$ cat src/rtl/pushbutton_pkg.sv
// Shared definitions for the pushbutton conditioner: the repeat FSM state
// encoding, the default timing constants and the counter width helper.
package pushbutton_pkg;

  typedef enum logic [1:0] {
    ST_IDLE        = 2'd0,
    ST_HOLD_DELAY  = 2'd1,
    ST_HOLD_REPEAT = 2'd2
  } rep_state_t;

  localparam int DEF_N_BUTTONS           = 4;
  localparam int DEF_DEBOUNCE_CYCLES     = 1000000;
  localparam int DEF_REPEAT_DELAY_CYCLES = 25000000;
  localparam int DEF_REPEAT_RATE_CYCLES  = 5000000;

  // A terminal count of n-1 always fits in $clog2(n) bits; keep at least 1 bit.
  function automatic int cnt_width(input int n);
    return (n > 1) ? $clog2(n) : 1;
  endfunction

endpackage

$ cat src/rtl/button_channel.sv
// One button: 2-flop synchronizer, debounce counter and auto-repeat FSM.
// A clean key edge reaches stable_n 2+DEBOUNCE_CYCLES cycles later; the pulses are registered and carry no backpressure.
module button_channel
  import pushbutton_pkg::*;
#(
  parameter int DEBOUNCE_CYCLES     = DEF_DEBOUNCE_CYCLES,
  parameter int REPEAT_DELAY_CYCLES = DEF_REPEAT_DELAY_CYCLES,
  parameter int REPEAT_RATE_CYCLES  = DEF_REPEAT_RATE_CYCLES
) (
  input  logic clk,
  input  logic rst,
  input  logic key_raw_n,
  output logic stable_n,
  output logic press_pulse,
  output logic release_pulse,
  output logic repeat_pulse
);

  localparam int DW   = cnt_width(DEBOUNCE_CYCLES);
  localparam int RMAX = (REPEAT_DELAY_CYCLES > REPEAT_RATE_CYCLES) ?
                        REPEAT_DELAY_CYCLES : REPEAT_RATE_CYCLES;
  localparam int RW   = cnt_width(RMAX);

  localparam logic [DW-1:0] DEB_LAST   = DW'(DEBOUNCE_CYCLES - 1);
  localparam logic [RW-1:0] DELAY_LAST = RW'(REPEAT_DELAY_CYCLES - 1);
  localparam logic [RW-1:0] RATE_LAST  = RW'(REPEAT_RATE_CYCLES - 1);

  logic          sync_q1;
  logic          sync_q2;
  logic [DW-1:0] deb_cnt;
  logic [RW-1:0] rep_cnt;
  rep_state_t    state;
  logic          deb_done;
  logic          accept_press;
  logic          accept_release;

  always_comb begin
    deb_done       = (sync_q2 != stable_n) && (deb_cnt == DEB_LAST);
    accept_press   = deb_done && !sync_q2;
    accept_release = deb_done && sync_q2;
  end

  always_ff @(posedge clk) begin
    if (rst) begin
      sync_q1       <= 1'b1;
      sync_q2       <= 1'b1;
      stable_n      <= 1'b1;
      deb_cnt       <= '0;
      press_pulse   <= 1'b0;
      release_pulse <= 1'b0;
    end else begin
      sync_q1       <= key_raw_n;
      sync_q2       <= sync_q1;
      press_pulse   <= accept_press;
      release_pulse <= accept_release;
      if (deb_done) begin
        stable_n <= sync_q2;
        deb_cnt  <= '0;
      end else if (sync_q2 != stable_n) begin
        deb_cnt <= deb_cnt + DW'(1);
      end else begin
        deb_cnt <= '0;
      end
    end
  end

  // Release takes priority over everything, so a coinciding terminal count never pulses.
  always_ff @(posedge clk) begin
    if (rst) begin
      state        <= ST_IDLE;
      rep_cnt      <= '0;
      repeat_pulse <= 1'b0;
    end else begin
      repeat_pulse <= 1'b0;
      if (accept_release) begin
        state   <= ST_IDLE;
        rep_cnt <= '0;
      end else begin
        case (state)
          ST_IDLE: begin
            rep_cnt <= '0;
            if (accept_press) state <= ST_HOLD_DELAY;
          end
          ST_HOLD_DELAY: begin
            if (rep_cnt == DELAY_LAST) begin
              repeat_pulse <= 1'b1;
              rep_cnt      <= '0;
              state        <= ST_HOLD_REPEAT;
            end else begin
              rep_cnt <= rep_cnt + RW'(1);
            end
          end
          ST_HOLD_REPEAT: begin
            if (rep_cnt == RATE_LAST) begin
              repeat_pulse <= 1'b1;
              rep_cnt      <= '0;
            end else begin
              rep_cnt <= rep_cnt + RW'(1);
            end
          end
          default: begin
            state   <= ST_IDLE;
            rep_cnt <= '0;
          end
        endcase
      end
    end
  end

endmodule

$ cat src/rtl/pushbutton_conditioner.sv
// N_BUTTONS independent debounced pushbutton channels with press/release/auto-repeat pulses.
// Latency 2+DEBOUNCE_CYCLES from key edge to stable level; outputs are free-running, no backpressure.
module pushbutton_conditioner
  import pushbutton_pkg::*;
#(
  parameter int N_BUTTONS           = DEF_N_BUTTONS,
  parameter int DEBOUNCE_CYCLES     = DEF_DEBOUNCE_CYCLES,
  parameter int REPEAT_DELAY_CYCLES = DEF_REPEAT_DELAY_CYCLES,
  parameter int REPEAT_RATE_CYCLES  = DEF_REPEAT_RATE_CYCLES
) (
  input  logic                 ref_clk_clk,
  input  logic                 ref_reset_reset,
  input  logic [N_BUTTONS-1:0] key_n,
  output logic [N_BUTTONS-1:0] btn_stable_n,
  output logic [N_BUTTONS-1:0] btn_press,
  output logic [N_BUTTONS-1:0] btn_release,
  output logic [N_BUTTONS-1:0] btn_repeat
);

  for (genvar i = 0; i < N_BUTTONS; i++) begin : g_ch
    button_channel #(
      .DEBOUNCE_CYCLES    (DEBOUNCE_CYCLES),
      .REPEAT_DELAY_CYCLES(REPEAT_DELAY_CYCLES),
      .REPEAT_RATE_CYCLES (REPEAT_RATE_CYCLES)
    ) u_ch (
      .clk          (ref_clk_clk),
      .rst          (ref_reset_reset),
      .key_raw_n    (key_n[i]),
      .stable_n     (btn_stable_n[i]),
      .press_pulse  (btn_press[i]),
      .release_pulse(btn_release[i]),
      .repeat_pulse (btn_repeat[i])
    );
  end

endmodule

$ cat config.mk
export PLATFORM = sky130hd
export DESIGN_NAME = pushbutton_conditioner
export DESIGN_NICKNAME = d
export VERILOG_FILES = /design/src/rtl/pushbutton_pkg.sv /design/src/rtl/button_channel.sv /design/src/rtl/pushbutton_conditioner.sv
export SDC_FILE = /design/constraint.sdc
export NUM_CORES = 1
export LEC_CHECK = 0
export ABC_AREA = 1
export CAP_MARGIN = 5
export CORE_ASPECT_RATIO = 0.5
export CORE_MARGIN = 2
export CORE_UTILIZATION = 25
export DETAILED_ROUTE_END_ITERATION = 8
export MAX_ROUTING_LAYER = met4
export PLACE_DENSITY_LB_ADDON = 0.12
export SKIP_LAST_GASP = 1
export SLEW_MARGIN = 20
export SYNTH_ARGS = -nofsm -noshare
export SYNTH_HDL_FRONTEND = slang
export SYNTH_SLANG_ARGS = --single-unit
$ cat constraint.sdc
create_clock -name ref_clk_clk -period 1.9 [get_ports ref_clk_clk]
set_input_delay 0.285 -clock ref_clk_clk [delete_from_list [all_inputs] [get_ports ref_clk_clk]]
set_output_delay 0.285 -clock ref_clk_clk [all_outputs]
set_load 0.02 [all_outputs]
==> results.tsv, run 1 <==
metric	value	unit
wl_met3	843	um
p_sw_frac	0.203	
drc	0	
p_sw	1.96	mW
dpl.hpwl	16900	um
p_total	9.62	mW
skew	0.0108	ns
outcome	finished, final reports clean	
top_layer_used	met4	
synth_area	10600	sq um
fin_nets	1527	
routabilityCongestion	0.828	
crit_path_end_kind	output pin	
cp_slowest_stage_delay	0.63	ns
clk_path_buf_depth	3	
fp.dieW	295	um
regArea	4240	sq um
avgRoutedWirePerCell	11.1	um
crit_buf_inv	1	
slowest_stage	clkdlybuf4s50_1	
cts_buffers	24	
holdPathEnd	g_ch[0].u_ch.sync_q1	
totalWireLength	23300	um
min_from	key_n[0]	
pin_count	22	
r2r-start	g_ch[0].u_ch.rep_cnt[0]	
rr_endpoint	g_ch[0].u_ch.rep_cnt[18]	
drive_above_1_share	0.0982	
clock_latency	0.53	ns
yosysWarnings	0	
antenna_found_initial	0	
die_area	44100	sq um
overflow	0	
tightest_slew	0.519	ns
n_antenna_cell	0	
cts_root_buffer	clkbuf_16	
nFillCells	4589	
yosys.area_share.adder	0.0236	
grt_pass1_vias	8056	
ff2ff_setup_slack	0.15	ns
powerDensity	773	nW/um^2
ant_nets	0	
cp-start-kind	flip-flop	
fin_area	12400	sq um
synth_compound_area_frac	0.0365	
avgSynthCellArea	7.23	sq um
dpl_cell_area	11500	sq um
wl_met2	9640	um
synthMuxAreaShare	0	
path_max_fanout	1	
first_iter_violations	404	
synth-seq-cells	212	
cts_num_sinks	212	
p_int	7.67	mW
clockPowerShare	0.528	
crit_path_cell_trace	clkdlybuf4s50_1	
synth_top_family_by_area	simple AND/OR/NAND/NOR gates	
whs	0.312	ns
synthSimpleGateAreaFrac	0.355	
synth_top_area_cell	dfxtp_1	
crit_family	buffers and inverters	
cts.clk_slew.worst_paths	0.06	ns
syn_to_final_growth	17.6	%
multi_input_area	5460	sq um
worstPathRequired	1.62	ns
drt-met1-wl	12300	um
synth_cells	1465	
hold_path_class	primary input to flip-flop	
htreeDepth	1	
whs_path_depth	2	
rsz0062_at_grt	yes	
ys_top_cells_by_area	dfxtp_1, nor2_1, nand2_1	
setup_viol	0	
synth_xor_area_frac	0.0926	
ys_types	42	
initial_core_util	0.253	
slew_violations	0	
groute.usage.overall	0.108	
fmaxAchievable	549	MHz
power.leakage	4.36	nW
ir_drop	599	uV
grt_pass1_wl	38800	um
comb_power_share	0.009	
cts_tree	done	
min_period	1.82	ns
mostFrequentLayoutCells	nor2_1, nand2_1, dfxtp_1	
criticalPathCategory	flip-flop to output pin	
syn_nets	1491	
cts.hold.buffers_added	0	
final_common_cell	nor2_1	
yosysTopAreaCellShare	0.401	
vias	8719	
cp_data_arrival_time	1.54	ns
rows	53	
routed_via_density	4.16	
firstDrtPassIters	5	
reg2reg_depth	11	
grt_max_degree	26	
pwr-share-seq	0.463	
yosysSeqAreaShare	0.401	
post-route-period-util	0.959	
relSlewSlack	0.654	
core_area	41900	sq um
die_y	150	um
portBuffers	21	
max_cap_viol_count	0	
hold_viol	0	
-- through the flow --
stage | worst slack (ns) | std cells | util | setup TNS [ns]
2_1_floorplan | 0.303 | 1465 | - | 0
3_3_place_gp | 0.0834 | 2047 | 0.274 | 0
3_5_place_dp | 0.0871 | 2047 | 0.274 | 0
4_1_cts | 0.0114 | 2090 | 0.295 | 0
5_1_grt | -0.0179 | 2095 | 0.297 | -0.0236
6_report | 0.0775 | 2095 | 0.297 | 0
-- metal layers --
metal / global-route usage / vias up
met5: - / -
met2: 0.163 / 96
li1: - / 4687
met4: 0.0282 / 0
met1: 0.148 / 3901
met3: 0.0209 / 35
-- power by group through the flow --
stage | logic [mW] | registers, mW | clock network (mW)
floorplan | 0.0446 | 4.56 | 0
global route | 0.0931 | 4.46 | 5.50
global placement | 0.0854 | 4.56 | 0
CTS | 0.0853 | 4.46 | 5.32
finish | 0.0833 | 4.46 | 5.08
detailed placement | 0.0851 | 4.56 | 0
-- cell usage after synthesis (all sizes together) --
cell and n:
nor2 325, o21bai 2, xor2 86, inv 186, nand3 85, xnor2 26
o21ai 23, a31oi 1, nor4 6, dfxtp 212, and3 1, a21oi 35
a211oi 2, nand4 45, a21boi 2, nor3b 11, nand3b 4, clkbuf 1
ha 20, o21a 5, or2 14, nand2 279, nor3 59, buf 35
-- kinds of logic after synthesis --
kind of cell,after synthesis
fa+ha+maj,20
flops,212
simple gates,829
buf+inv,222
xor+xnor,112
compound gates,70
-- registers in the layout, indices dropped and copies added, names as in the netlist --
signal                   flops
g_ch.u_ch.deb_cnt           80
g_ch.u_ch.press_pulse        4
g_ch.u_ch.release_pulse      4
g_ch.u_ch.rep_cnt          100
g_ch.u_ch.repeat_pulse       4
g_ch.u_ch.stable_n           4
g_ch.u_ch.state              8
g_ch.u_ch.sync_q1            4
g_ch.u_ch.sync_q2            4
-- timing repair --
action	in CTS	in global routing
cloned	0	4
setup endpoints to repair	1	106
hold endpoints to repair	0	0
buffers inserted	0	1
pin swaps	0	3
resized for setup	1	14
-- how the worst max path moves through the flow --
stage / end / slack, ns / startpoint / cells after the start
3_3_place_gp: g_ch[2].u_ch.deb_cnt[14] / 0.08 / ref_reset_reset / 7
3_5_place_dp: g_ch[3].u_ch.rep_cnt[2] / 0.09 / ref_reset_reset / 7
5_1_grt: g_ch[2].u_ch.deb_cnt[14] / -0.02 / g_ch[2].u_ch.deb_cnt[0] / 9
6_report: btn_repeat[1] / 0.08 / g_ch[1].u_ch.repeat_pulse / 1
4_1_cts: btn_stable_n[1] / 0.01 / g_ch[1].u_ch.stable_n / 1
2_1_floorplan: g_ch[3].u_ch.rep_cnt[21] / 0.30 / g_ch[3].u_ch.rep_cnt[0] / 11
-- worst register-to-register path, cell delays in order, from the launching register on --
cell and delay, ns:
dfxtp_1 0.36, ha_1 0.20, nand2_1 0.12, nor2_4 0.14
nand3b_1 0.15, nor2_1 0.12, nand2_1 0.08, nand2_1 0.10
nand2_1 0.07, nand2_2 0.08, buf_12 0.16, nor2_1 0.06
-- cell type report --
type	count	share of cell area
repair buffers	42	0.0367
multi-input cells	1035	0.438
clock buffers	35	0.0581
clock inverters	8	0.0118
flip-flops and latches	212	0.341
well taps	577	0.0580
inverters	186	0.0561
Note: power is estimated with default switching activity, not from simulation.
==> run 2, diff against run 1 <==
Settings changed: CAP_MARGIN 5 to default, HOLD_SLACK_MARGIN from default to 0.08.
==> results of run 2 <==
Same layout as run 1: the final DEF is identical, and so are final timing and power.
